==> config.mk <==
export PLATFORM = sky130hd
export DESIGN_NAME = regfile_writeback_queue_flat
export DESIGN_NICKNAME = d
export VERILOG_FILES = /design/src/rtl/regfile_writeback_queue_if.sv /design/src/rtl/regfile_writeback_queue.sv /design/src/flat_wrapper.sv
export SDC_FILE = /design/constraint.sdc
export NUM_CORES = 1
export LEC_CHECK = 0
export BUFFER_PORTS_ARGS = -buffer_cell sky130_fd_sc_hd__buf_2
export CAP_MARGIN = 40
export CELL_PAD_IN_SITES_DETAIL_PLACEMENT = 1
export CELL_PAD_IN_SITES_GLOBAL_PLACEMENT = 2
export CORE_MARGIN = 2
export CORE_UTILIZATION = 37
export DETAILED_ROUTE_END_ITERATION = 12
export PLACE_DENSITY = 0.82
export RECOVER_POWER = 25
export SLEW_MARGIN = 40
export SYNTH_ARGS = -nofsm -noshare
export SYNTH_HDL_FRONTEND = slang
export SYNTH_SLANG_ARGS = --single-unit
==> constraint.sdc <==
create_clock -name clock -period 2.54 [get_ports clock]
set_input_delay 0.254 -clock clock [delete_from_list [all_inputs] [get_ports clock]]
set_output_delay 0.254 -clock clock [all_outputs]
set_load 0.05 [all_outputs]
==> src/rtl/regfile_writeback_queue_if.sv <==
// Enqueue bus for regfile_writeback_queue: the valid/ready handshake that carries
// register writeback requests from the functional units into the queue.
interface regfile_writeback_queue_if #(
    parameter int ADDR_WIDTH = 5,
    parameter int DATA_WIDTH = 32
);
    logic                  in_valid;
    logic                  in_ready;
    logic [ADDR_WIDTH-1:0] in_reg;
    logic [DATA_WIDTH-1:0] in_data;

    // Producer side (execute/memory stages).
    modport master (
        output in_valid,
        output in_reg,
        output in_data,
        input  in_ready
    );

    // Consumer side (the writeback queue).
    modport slave (
        input  in_valid,
        input  in_reg,
        input  in_data,
        output in_ready
    );
endinterface

==> src/rtl/regfile_writeback_queue.sv <==
// regfile_writeback_queue: FIFO of pending register writebacks that owns the register
// file's single write port and drains one entry per cycle unless wr_stall is high.
// Both read ports report whether their address has a write still in flight.
// Optional feature: define WBQ_FORWARD_EN to build read-data forwarding muxes
// (youngest queue entry, then output stage, then raw regfile data). Without it the
// read data passes straight through and pend_hitA/B serve as stall flags.
module regfile_writeback_queue #(
    parameter int DEPTH      = 4,
    parameter int ADDR_WIDTH = 5,
    parameter int DATA_WIDTH = 32
) (
    input  logic                        clock,
    input  logic                        ctrl_reset,
    regfile_writeback_queue_if.slave    wb_in,
    input  logic                        wr_stall,
    output logic                        ctrl_writeEnable,
    output logic [ADDR_WIDTH-1:0]       ctrl_writeReg,
    output logic [DATA_WIDTH-1:0]       data_writeReg,
    input  logic [ADDR_WIDTH-1:0]       ctrl_readRegA,
    input  logic [DATA_WIDTH-1:0]       data_regfileA,
    output logic [DATA_WIDTH-1:0]       data_readRegA,
    output logic                        pend_hitA,
    input  logic [ADDR_WIDTH-1:0]       ctrl_readRegB,
    input  logic [DATA_WIDTH-1:0]       data_regfileB,
    output logic [DATA_WIDTH-1:0]       data_readRegB,
    output logic                        pend_hitB,
    output logic [$clog2(DEPTH):0]      count
);

    localparam int PTR_W = $clog2(DEPTH);
    localparam int CNT_W = PTR_W + 1;
    localparam logic [CNT_W-1:0] FULL_CNT = CNT_W'(DEPTH);

    // Queue storage, indexed by physical slot.
    logic [ADDR_WIDTH-1:0] r_mem_reg  [DEPTH];
    logic [DATA_WIDTH-1:0] r_mem_data [DEPTH];

    // Pointers wrap naturally modulo DEPTH because DEPTH is a power of two.
    logic [PTR_W-1:0]      r_rd_ptr;
    logic [PTR_W-1:0]      r_wr_ptr;
    logic [CNT_W-1:0]      r_count;

    // Output stage driving the register file write port.
    logic                  r_we;
    logic [ADDR_WIDTH-1:0] r_wr_reg;
    logic [DATA_WIDTH-1:0] r_wr_data;

    logic                  w_in_ready;
    logic                  w_push;
    logic                  w_pop;
    logic [DEPTH-1:0]      w_slot_valid;
    logic [DEPTH-1:0]      w_match_a;
    logic [DEPTH-1:0]      w_match_b;
    logic                  w_out_hit_a;
    logic                  w_out_hit_b;

    // Readiness uses the pre-edge count only, so a full queue refuses a push even on
    // an edge where it also pops.
    assign w_in_ready     = (r_count < FULL_CNT);
    assign wb_in.in_ready = w_in_ready;

    // Writes to register 0 are handshaken but never stored.
    assign w_push = wb_in.in_valid & w_in_ready & (wb_in.in_reg != '0);
    assign w_pop  = ~wr_stall & (r_count != '0);

    // Pointer and occupancy bookkeeping.
    // NOTE: every clocked block uses non-blocking assignments so all registers sample
    // pre-edge values; blocking here would let later statements see updated state.
    always_ff @(posedge clock or negedge ctrl_reset) begin
        if (!ctrl_reset) begin
            r_rd_ptr <= '0;
            r_wr_ptr <= '0;
            r_count  <= '0;
        end else begin
            if (w_push) begin
                r_wr_ptr <= r_wr_ptr + PTR_W'(1);
            end
            if (w_pop) begin
                r_rd_ptr <= r_rd_ptr + PTR_W'(1);
            end
            case ({w_push, w_pop})
                2'b10:   r_count <= r_count + CNT_W'(1);
                2'b01:   r_count <= r_count - CNT_W'(1);
                default: r_count <= r_count;
            endcase
        end
    end

    // Queue storage write.
    // NOTE: the storage array has no reset; an entry is only ever read while the
    // count says it is valid, so clearing it would cost reset fan-out for nothing.
    always_ff @(posedge clock) begin
        if (w_push) begin
            r_mem_reg[r_wr_ptr]  <= wb_in.in_reg;
            r_mem_data[r_wr_ptr] <= wb_in.in_data;
        end
    end

    // Output stage: load the head on a pop, otherwise drop enable and hold address/data.
    always_ff @(posedge clock or negedge ctrl_reset) begin
        if (!ctrl_reset) begin
            r_we      <= 1'b0;
            r_wr_reg  <= '0;
            r_wr_data <= '0;
        end else if (w_pop) begin
            r_we      <= 1'b1;
            r_wr_reg  <= r_mem_reg[r_rd_ptr];
            r_wr_data <= r_mem_data[r_rd_ptr];
        end else begin
            r_we      <= 1'b0;
        end
    end

    // Mark which physical slots hold live entries: a slot is live when its age
    // offset from the read pointer is below the current count.
    // NOTE: each combinational block assigns its outputs a default first, so no path
    // leaves a variable unassigned and no latch is inferred.
    always_comb begin
        w_slot_valid = '0;
        for (int j = 0; j < DEPTH; j++) begin
            w_slot_valid[j] = ({1'b0, PTR_W'(j) - r_rd_ptr} < r_count);
        end
    end

    // Per-slot address match for both read ports; register 0 never matches.
    always_comb begin
        w_match_a = '0;
        w_match_b = '0;
        for (int j = 0; j < DEPTH; j++) begin
            w_match_a[j] = w_slot_valid[j] & (ctrl_readRegA != '0) &
                           (r_mem_reg[j] == ctrl_readRegA);
            w_match_b[j] = w_slot_valid[j] & (ctrl_readRegB != '0) &
                           (r_mem_reg[j] == ctrl_readRegB);
        end
    end

    // The output stage is still pending while it is driving the write port.
    assign w_out_hit_a = r_we & (ctrl_readRegA != '0) & (r_wr_reg == ctrl_readRegA);
    assign w_out_hit_b = r_we & (ctrl_readRegB != '0) & (r_wr_reg == ctrl_readRegB);

    assign pend_hitA = (|w_match_a) | w_out_hit_a;
    assign pend_hitB = (|w_match_b) | w_out_hit_b;

`ifdef WBQ_FORWARD_EN
    // Walk live entries oldest to youngest so the youngest match is the one kept;
    // fall back to the output stage, then to the raw regfile data.
    function automatic logic [DATA_WIDTH-1:0] youngest_data(
        input logic [DEPTH-1:0]      match,
        input logic [PTR_W-1:0]      rd_ptr,
        input logic                  out_hit,
        input logic [DATA_WIDTH-1:0] out_data,
        input logic [DATA_WIDTH-1:0] raw_data
    );
        logic [DATA_WIDTH-1:0] result;
        logic [PTR_W-1:0]      slot;
        result = out_hit ? out_data : raw_data;
        for (int i = 0; i < DEPTH; i++) begin
            slot = rd_ptr + PTR_W'(i);
            if (match[slot]) begin
                result = r_mem_data[slot];
            end
        end
        return result;
    endfunction

    // Forwarded read data for both ports.
    always_comb begin
        data_readRegA = youngest_data(w_match_a, r_rd_ptr, w_out_hit_a, r_wr_data,
                                      data_regfileA);
        data_readRegB = youngest_data(w_match_b, r_rd_ptr, w_out_hit_b, r_wr_data,
                                      data_regfileB);
    end
`else
    // No forwarding: consumers stall on pend_hitA/B and read the regfile directly.
    assign data_readRegA = data_regfileA;
    assign data_readRegB = data_regfileB;
`endif

    assign ctrl_writeEnable = r_we;
    assign ctrl_writeReg    = r_wr_reg;
    assign data_writeReg    = r_wr_data;
    assign count            = r_count;

endmodule

==> src/flat_wrapper.sv <==
// flat-port wrapper written by rule: the top's interface ports become plain ports
module regfile_writeback_queue_flat 
#(
    parameter int DEPTH      = 4,
    parameter int ADDR_WIDTH = 5,
    parameter int DATA_WIDTH = 32
)
  (clock, ctrl_reset, wr_stall, ctrl_writeEnable, ctrl_writeReg, data_writeReg, ctrl_readRegA, data_regfileA, data_readRegA, pend_hitA, ctrl_readRegB, data_regfileB, data_readRegB, pend_hitB, count, wb_in_in_valid, wb_in_in_reg, wb_in_in_data, wb_in_in_ready);
  regfile_writeback_queue_if #(.ADDR_WIDTH(ADDR_WIDTH), .DATA_WIDTH(DATA_WIDTH)) wb_in_i ();
  input  logic clock;
  input  logic ctrl_reset;
  input  logic wr_stall;
  output logic ctrl_writeEnable;
  output logic [ADDR_WIDTH-1:0] ctrl_writeReg;
  output logic [DATA_WIDTH-1:0] data_writeReg;
  input  logic [ADDR_WIDTH-1:0] ctrl_readRegA;
  input  logic [DATA_WIDTH-1:0] data_regfileA;
  output logic [DATA_WIDTH-1:0] data_readRegA;
  output logic pend_hitA;
  input  logic [ADDR_WIDTH-1:0] ctrl_readRegB;
  input  logic [DATA_WIDTH-1:0] data_regfileB;
  output logic [DATA_WIDTH-1:0] data_readRegB;
  output logic pend_hitB;
  output logic [$clog2(DEPTH):0] count;
  input wire logic [$bits(wb_in_i.in_valid)-1:0] wb_in_in_valid;
  input wire logic [$bits(wb_in_i.in_reg)-1:0] wb_in_in_reg;
  input wire logic [$bits(wb_in_i.in_data)-1:0] wb_in_in_data;
  output wire logic [$bits(wb_in_i.in_ready)-1:0] wb_in_in_ready;
  assign wb_in_i.in_valid = wb_in_in_valid;
  assign wb_in_i.in_reg = wb_in_in_reg;
  assign wb_in_i.in_data = wb_in_in_data;
  assign wb_in_in_ready = wb_in_i.in_ready;
  regfile_writeback_queue #(.DEPTH(DEPTH), .ADDR_WIDTH(ADDR_WIDTH), .DATA_WIDTH(DATA_WIDTH)) u_core (.clock(clock), .ctrl_reset(ctrl_reset), .wb_in(wb_in_i), .wr_stall(wr_stall), .ctrl_writeEnable(ctrl_writeEnable), .ctrl_writeReg(ctrl_writeReg), .data_writeReg(data_writeReg), .ctrl_readRegA(ctrl_readRegA), .data_regfileA(data_regfileA), .data_readRegA(data_readRegA), .pend_hitA(pend_hitA), .ctrl_readRegB(ctrl_readRegB), .data_regfileB(data_regfileB), .data_readRegB(data_readRegB), .pend_hitB(pend_hitB), .count(count));
endmodule
# Word-level counts from Yosys, hierarchy flattened
# Memory sizes are Yosys's and may differ from the RTL's. A register that Yosys moved wholly into a read port is not among the register bits.
# Cells that the tools add are included.
word_totals:
  n_memories: 2
  ram_bits: 148
  ff_bits: 8
op_classes:
  eq_ne: 12
  muxes: 4
  n_reduce_logical: 9
  bitwise_logic: 26
  order_cmp: 5
  addsub: 8
mem_list:
  columns: ["memory", "depth", "word_bits", "rd", "rd_clocked_by_memory_dff", "write_ports", "line", "rtl"]
  rows:
  - ["u_core.r_mem_data", 4, 32, 1, 1, 1, "regfile_writeback_queue.sv:36", "logic [DATA_WIDTH-1:0] r_mem_data [DEPTH];"]
  - ["u_core.r_mem_reg", 4, 5, 5, 1, 1, "regfile_writeback_queue.sv:35", "logic [ADDR_WIDTH-1:0] r_mem_reg [DEPTH];"]
ops:
  columns: ["operator", "count"]
  rows:
  - ["5-bit equality test", 10]
  - ["1-bit bitwise AND", 23]
  - ["5-bit nonzero test", 3]
  - ["2-bit by 3-bit less-than comparator with 1-bit output", 4]
  - ["4-bit OR reduction", 2]
  - ["3-bit one-hot mux with 2 select lines", 1]
  - ["2-bit by 1-bit adder with 2-bit output, second input constant", 2]
  - ["1-bit by 2-bit subtractor with 2-bit output, first input constant", 2]
  - ["2-bit subtractor, first input constant", 2]
  - ["3-bit by 1-bit adder with 3-bit output, second input constant", 1]
  - ["3-bit less-than comparator, second input constant", 1]
  - ["1-bit 2-to-1 mux", 3]
  - ["3-bit nonzero test", 1]
  - ["3-bit by 1-bit subtractor with 3-bit output, second input constant", 1]
  - ["2-bit by 1-bit equality test with 1-bit output, second input constant", 1]
  - ["2-bit equality test, second input constant", 1]
  - ["1-bit logical NOT", 2]
  - ["1-bit OR", 2]
  - ["2-bit nonzero test", 1]
  - ["1-bit inverter", 1]

# Longest topological paths before layout
# Gate-level depths: netlist of the first run.
depth:
  depth_word: 6
  depth_mapped: 9
  depth_no_buf: 9

# Least setup slack after synthesis of the first run
# Ideal clock, no wire load.
synth_timing:
  path_type: "reg2reg"
  start: "register u_core.r_count[2] (netlist: u_core.count[2])"
  end: "memory u_core.r_mem_data[0][0], enable pin"
  path_slack_ns: -0.241
  arrival_time_ns: 2.383
  path_stages_with_launch: 4
  path_cell_list: "dfrtp_1 -> inv_1 -> o311a_1 -> and2_1"
synth_via:
  elab_chain_len: 5
synth_rtl:
  columns: ["element", "line", "rtl"]
  rows:
  - ["start, declared", "regfile_writeback_queue.sv:41", "logic [CNT_W-1:0] r_count;"]
  - ["start signal, assigned", "regfile_writeback_queue.sv:82", "2'b10: r_count <= r_count + CNT_W'(1);"]
  - ["start signal, assigned", "regfile_writeback_queue.sv:83", "2'b01: r_count <= r_count - CNT_W'(1);"]
  - ["start signal, assigned", "regfile_writeback_queue.sv:84", "default: r_count <= r_count;"]
  - ["3-bit less-than comparator", "regfile_writeback_queue.sv:59", "assign w_in_ready = (r_count < FULL_CNT);"]
  - ["via wb_in_in_ready", "flat_wrapper.sv:28", "output wire logic [$bits(wb_in_i.in_ready)-1:0] wb_in_in_ready;"]
  - ["1-bit bitwise AND (2 in series)", "regfile_writeback_queue.sv:63", "assign w_push = wb_in.in_valid & w_in_ready & (wb_in.in_reg != '0);"]
  - ["1-bit 2-to-1 mux", "regfile_writeback_queue.sv:93", "if (w_push) begin"]
  - ["1-bit 2-to-1 mux (not written as such)", "regfile_writeback_queue.sv:95", "r_mem_data[r_wr_ptr] <= wb_in.in_data;"]
  - ["end, declared", "regfile_writeback_queue.sv:36", null]
# The timed path passes the listed nets, and every way through them passes these cells.

# Worst setup path after layout of the first run
layout_timing:
  start: "register u_core.r_rd_ptr[1]"
  end: "output port pend_hitA"
layout_via:
  elab_chain_len: 6
  elab_cells_between_ends: 18
layout_rtl:
  columns: ["element", "line", "rtl"]
  rows:
  - ["start, declared", "regfile_writeback_queue.sv:39", "logic [PTR_W-1:0] r_rd_ptr;"]
  - ["start signal, assigned", "regfile_writeback_queue.sv:79", "r_rd_ptr <= r_rd_ptr + PTR_W'(1);"]
  - ["1-bit by 2-bit subtractor with 2-bit output or 2-bit subtractor (tied branches)", "regfile_writeback_queue.sv:121", "w_slot_valid[j] = ({1'b0, PTR_W'(j) - r_rd_ptr} < r_count);"]
  - ["2-bit by 3-bit less-than comparator with 1-bit output", "regfile_writeback_queue.sv:121", null]
  - ["1-bit bitwise AND (2 in series)", "regfile_writeback_queue.sv:130", "w_match_a[j] = w_slot_valid[j] & (ctrl_readRegA != '0) &"]
  - ["4-bit OR reduction (*)", "regfile_writeback_queue.sv:141", "assign pend_hitA = (|w_match_a) | w_out_hit_a;"]
  - ["1-bit OR (*)", "regfile_writeback_queue.sv:141", null]
  - ["end, declared", "flat_wrapper.sv:19", "output logic pend_hitA;"]
# Every way passes the cells marked *; elsewhere a longest branch is shown, timed or not.

==> impl_metrics.ini, run 1 <==
[run_status]
outcome = finished clean

[critical_path]
rrSetupSlack_ns = 0.45
worst-endpoint-required_ns = 2.29
worstPathArrival_ns = 2.18
rr_endpoint = u_core.ctrl_writeReg[4]$_DFFE_PN0P_
cp-end-kind = output pin
rr_startpoint = u_core.count[2]$_DFFE_PN0P_
worst-path-max-fanout = 3
ff2ff_path_depth = 5
path_class = flop to output pin
cp-start-kind = flop

[timing]
clock_skew_ns = 0.0141
slew_headroom_pct = 44.1
finalMaxSlewViolations = 0
hold_viol = 0
fmax_mhz = 411
worstMarginPinSlew_ns = 0.838
fin_hold_ws_ns = 0.0672
setup_violations = 0
min_period_over_period_pct = 95.7
min_period_ns = 2.43

[yosys]
synth_area_leader_cell = edfxtp_1
yosysWarnings = 0
synthCells = 482
ys_types = 34
syn_area_per_cell_sq_um = 17.7
synthesis.nets = 607
yosys-top-cells-area = edfxtp_1 52%, dfrtp_1 13%, mux4_2 9.5%, buf_4 5.9%, mux2_4 5.3%
ys_seq_area_share_pct = 65.3
netlist_area_sq_um = 8540
synth_top_cell_area_share_pct = 52.1
ys_seq_elements = 193

[floorplan]
io-pin-count = 223
start_util_pct = 37.7
die_h_um = 156
die-area_sq_um = 24300
coreArea_sq_um = 22600
rows = 55
die_w_um = 156

[cells_and_area]
drive_gt1_share_pct = 37.0
multi_input_area_sq_um = 2390
n_antenna_cell = 0
synthToLayoutAreaGrowth_pct = 11.5
fin_util_pct = 42.0
num-fill-cells = 2198
final_nets = 644
regArea_sq_um = 5570
largest_register_ff_count = 128

[power]
ir_drop_v = 0.000553
p_int_mw = 7.31
combPwrFrac_pct = 38.9
seqPwrFrac_pct = 38.5
p_leak_nw = 3.40
p_sw_mw = 4.59
powerDensity_nw_per_um2 = 1250
power_switching_share_pct = 38.6
power.share.clock_pct = 22.6

[global_route]
grt_pass1_wl_um = 28600
grt_pass1_vias = 4804
grtUsageTotal_pct = 15.9
antenna_found_initial = 0
overflow = 0
grt_max_degree = 46

[clock_network]
clkLatencyLatePin_ns = 0.43
cts-root-buf = clkbuf_16
cts_num_sinks = 193
cts_tree = built
clk_pin_slew_ns = 0.07
cts_buffers = 17
clk_path_buf_depth = 2
htree_levels = 4

[detailed_routing]
first_pass_iters = 4
wl_um = 18400
ant_nets = 0
route.detailed.drc = 0
wl_per_cell_um = 22.6
first_iter_violations = 226
num_vias = 4156
vias_per_cell = 5.09

[min_path]
whs_path_depth = 1
min_from = wb_in_in_data[14]
hold_path.class = input pin to flop
holdPathEnd = u_core.r_mem_data[1][14]$_DFFE_PP_

[placed_design]
routabilityCongestion = 0.833
place.detailed.hpwl_um = 11600
port_buffers = 94

[job]
cap_violations = 0
-- worst max-delay path, stage by stage (launching register included) --
cell and delay (ns):
dfrtp_2 0.42, buf_4 0.16, xor2_2 0.18, ha_1 0.29, a21oi_1 0.06, nor2_1 0.28
o221ai_2 0.16, buf_4 0.21
-- cells in the mapped netlist, drive strengths merged --
cell	count
a31oi	1
and2	4
o311a	1
xor2	31
nor4	6
ha	9
nand3	4
nand2	5
edfxtp	148
o21ai	2
fa	1
nand2b	1
o21a	2
o221ai	2
or3	1
nor3	6
mux4	37
clkbuf	2
o31ai	2
nand4	4
inv	9
and3	2
buf	85
dfrtp	45
nor2	5
xnor2	26
a21oi	3
a21boi	1
mux2	37
-- area by class of cell --
cell class	instances	area share, %
clock buffers	17	4.47
clock inverters	15	2.01
inverters	9	0.395
multi-input cells	193	25.1
flip-flops and latches	193	58.6
well taps	285	3.75
repair buffers	105	5.65
-- through the flow --
step | setup TNS (ns) | std cells | instance area [sq um] | power (mW) | worst slack [ns]
global route | -0.0228 | 817 | 9510 | 12.5 | -0.0228
global placement | 0 | 780 | 8810 | 9.01 | 0.237
detailed placement | 0 | 780 | 8820 | 9.18 | 0.150
CTS | 0 | 815 | 9480 | 11.9 | 0.000979
finish | 0 | 817 | 9510 | 11.9 | 0.109
floorplan | 0 | 482 | 8550 | 8.29 | 0.00614
-- how the worst max path moves through the flow --
stage,to,slack [ns],start
after global placement,u_core.count[2]$_DFFE_PN0P_,0.24,wb_in_in_reg[1]
after floorplan,u_core.count[2]$_DFFE_PN0P_,0.006,u_core.count[2]$_DFFE_PN0P_
final,pend_hitA,0.11,u_core.r_rd_ptr[1]$_DFFE_PN0P_
after CTS,pend_hitA,0.001,u_core.count[1]$_DFFE_PN0P_
after detailed placement,u_core.count[2]$_DFFE_PN0P_,0.15,wb_in_in_reg[1]
after global routing,pend_hitA,-0.02,u_core.r_rd_ptr[1]$_DFFE_PN0P_
-- layout by cell type (no fill, tap or decap), types with 5 or more instances in the layout --
| cell type | Yosys | routed |
|---|---|---|
| mux4_2 | 36 | 36 |
| edfxtp_1 | 148 | 148 |
| buf_4 | 67 | 9 |
| buf_2 | 12 | 58 |
| clkbuf_1 | 2 | 34 |
| clkbuf_16 | 0 | 17 |
| mux2_4 | 30 | 30 |
| xor2_1 | 31 | 30 |
| nand2_1 | 5 | 5 |
| dfrtp_1 | 45 | 42 |
| inv_1 | 9 | 7 |
| ha_1 | 9 | 8 |
| mux2_2 | 7 | 7 |
| clkinv_8 | 0 | 7 |
| xnor2_1 | 26 | 26 |
| nor3_1 | 6 | 6 |
-- kinds of logic (layout without fill, tap and decap cells) --
family	count (synthesis)	in the layout	synth area share, %
xor+xnor	57	57	5.85
fa+ha+maj	10	10	1.55
compound gates	14	14	1.20
simple gates	38	38	2.35
mux	74	74	16.0
flops	193	193	65.3
buf+inv	96	146	7.78
-- power groups by stage --
stage          registers [mW]  logic, mW  clock network (mW)
6_report                 4.58       4.63                2.69
4_1_cts                  4.59       4.60                2.74
2_1_floorplan            5.65       2.64                   0
5_1_grt                  4.66       4.98                2.86
3_3_place_gp             4.61       4.40                   0
3_5_place_dp             4.66       4.52                   0
-- what timing repair did --
action,in CTS,in global routing
pin swaps,0,6
hold endpoints to repair,2,0
hold buffers,1,0
setup buffers,2,2
setup endpoints to repair,2,2
resized for setup,5,13
-- metal layers --
| layer | wire, um | share of wire (%) | GRT usage [%] |
|---|---|---|---|
| met1 | 7530 | 41 | 19.0 |
| met2 | 9460 | 51 | 27.6 |
| met3 | 956 | 5.2 | 4.06 |
| met4 | 498 | 2.7 | 6.64 |
| met5 | 0 | 0 | 0 |
Power figures use the tool's default switching activity.
==> run 2: changes to the inputs <==
BUFFER_PORTS_ARGS = unset   (was -buffer_cell sky130_fd_sc_hd__buf_2)
CORE_UTILIZATION = 45   (was 37)
DONT_BUFFER_PORTS = 1   (was unset)
PLACE_DENSITY = 0.83   (was 0.82)
REMOVE_ABC_BUFFERS = 1   (was unset)
==> impl_metrics.ini, run 2 (synthesis results as in run 1) <==
[power]
ir_drop_v = 0.000608
p_leak_nw = 3.32
total_power_mw = 11.5
powerDensity_nw_per_um2 = 1220

[timing]
clock_skew_ns = 0.0125
fmax_mhz = 404
finalMaxSlewViolations = 0
min_period_ns = 2.48
rsz0062_at_grt = yes
min_period_over_period_pct = 97.5
slew_headroom_pct = 8.81
hold_viol = 0
finalSetupTns_ns = 0
worstMarginPinSlew_ns = 1.37
setup_violations = 0

[critical_path]
cp_cell_sequence = inv_4 -> buf_4 -> ha_1 -> o21a_1 -> nor4_1 -> o31ai_1 -> o221ai_1 -> buf_4
cp-end-kind = output pin
critPathLaunch = u_core.count[1]$_DFFE_PN0P_
worstPathArrival_ns = 2.22
slowest_delay_ns = 0.40
rr_startpoint = u_core.count[2]$_DFFE_PN0P_
cpMostUsedCell = buf_4
rrSetupSlack_ns = 0.52
cp_slowest_cell = dfrtp_1
cp-start-kind = flop
path_class = flop to output pin
worst-path-max-fanout = 6
worst-endpoint-required_ns = 2.29

[global_route]
grtUsageTotal_pct = 22.4
antenna_found_initial = 0
grt_pass1_wl_um = 31500
overflow = 0
grt_pass1_vias = 4498
grt_max_degree = 46

[floorplan]
die_w_um = 142
start_util_pct = 45.8
coreArea_sq_um = 18600
die-area_sq_um = 20100
io-pin-count = 223
rows = 50
die_h_um = 142

[placed_design]
place.detailed.hpwl_um = 14100
placed_area_sq_um = 8340
routabilityCongestion = 0.870
placed_cells = 644
port_buffers = 0

[cells_and_area]
n_antenna_cell = 0
drive_gt1_share_pct = 29.0
final_common_cell = edfxtp_1
mostFrequentLayoutCells = 148 x edfxtp_1, 42 x dfrtp_1, 38 x dlygate4sd3_1, 36 x mux4_2, 31 x xor2_1
final_nets = 599
final_area_sq_um = 9390
layout.cells.non_filler = 721
fin_util_pct = 50.4
synthToLayoutAreaGrowth_pct = 10.0
largest_register_ff_count = 128

[clock_network]
clkLatencyLatePin_ns = 0.44
cts-root-buf = clkbuf_16
htree_levels = 4
clk_path_buf_depth = 2
cts_buffers = 17
cts_tree = built
cts_num_sinks = 193
clk_pin_slew_ns = 0.08

[min_path]
min_from = wb_in_in_valid
hold_path.class = input pin to flop

[run_status]
outcome = finished clean

[detailed_routing]
num_vias = 4070
vias_per_cell = 5.64
first_pass_iters = 4
ant_nets = 0
wl_per_cell_um = 29.9
first_iter_violations = 233
route.detailed.drc = 0
wl_um = 21600

[job]
cap_violations = 0
[run 2: where the power goes]
part / internal (mW) / switching (mW)
registers: 4.11 / 1.44
clock network: 1.33 / 1.29
logic: 1.68 / 1.62
total: 7.13 / 4.35
[run 2: final timing paths]
path	end	cells past startpoint
setup / recovery	pend_hitA	8
hold / removal	u_core.r_wr_ptr[0]$_DFFE_PN0P_	2
setup reg to reg	u_core.count[2]$_DFFE_PN0P_	9
hold reg to reg	u_core.r_wr_ptr[0]$_DFFE_PN0P_	2
max in group asynchronous	u_core.r_rd_ptr[0]$_DFFE_PN0P_	2
min in group asynchronous	u_core.count[2]$_DFFE_PN0P_	2
[run 2: timing repair]
action / in CTS / in global routing
pin swaps: 0 / 4
setup endpoints to repair: 2 / 2
endpoints found under the hold margin: 193 / 0
gates resized for setup: 2 / 7
hold buffers: 39 / 0
setup buffers: 0 / 6
[run 2: worst max-delay path, delay by kind of cell, from the launching register on]
family	cells	cell delay [ns]
AND/OR/NAND/NOR	1	0.33
adder cells (fa/ha/maj)	1	0.18
flip-flops	1	0.40
AO/OA/AOI/OAI	3	0.42
buffers and inverters	3	0.44
[run 2: layout make-up]
type,count,area [sq um]
multi-input combinational,193,2350
timing repair buffer,60,556
clock inverter,14,146
fill,1712,9250
inverter,9,36.3
sequential,193,5570
tap,234,293
clock buffer,18,439
[run 2: per-layer routing]
layer	vias up	part of all wire, %	global-route usage [%]
met5	-	1.0	8.77
met4	6	1.0	5.05
met3	24	13	15.5
met2	213	43	31.5
met1	2106	41	27.9
li1	1721	-	-
[run 2: metrics by stage]
step | hold WS, ns | setup slack, ns
2_1_floorplan | -0.0416 | -1.78
3_3_place_gp | -0.0398 | 0.329
3_5_place_dp | -0.0399 | 0.242
4_1_cts | 0.129 | -0.000276
5_1_grt | 0.166 | -0.0775
6_report | 0.197 | 0.0633
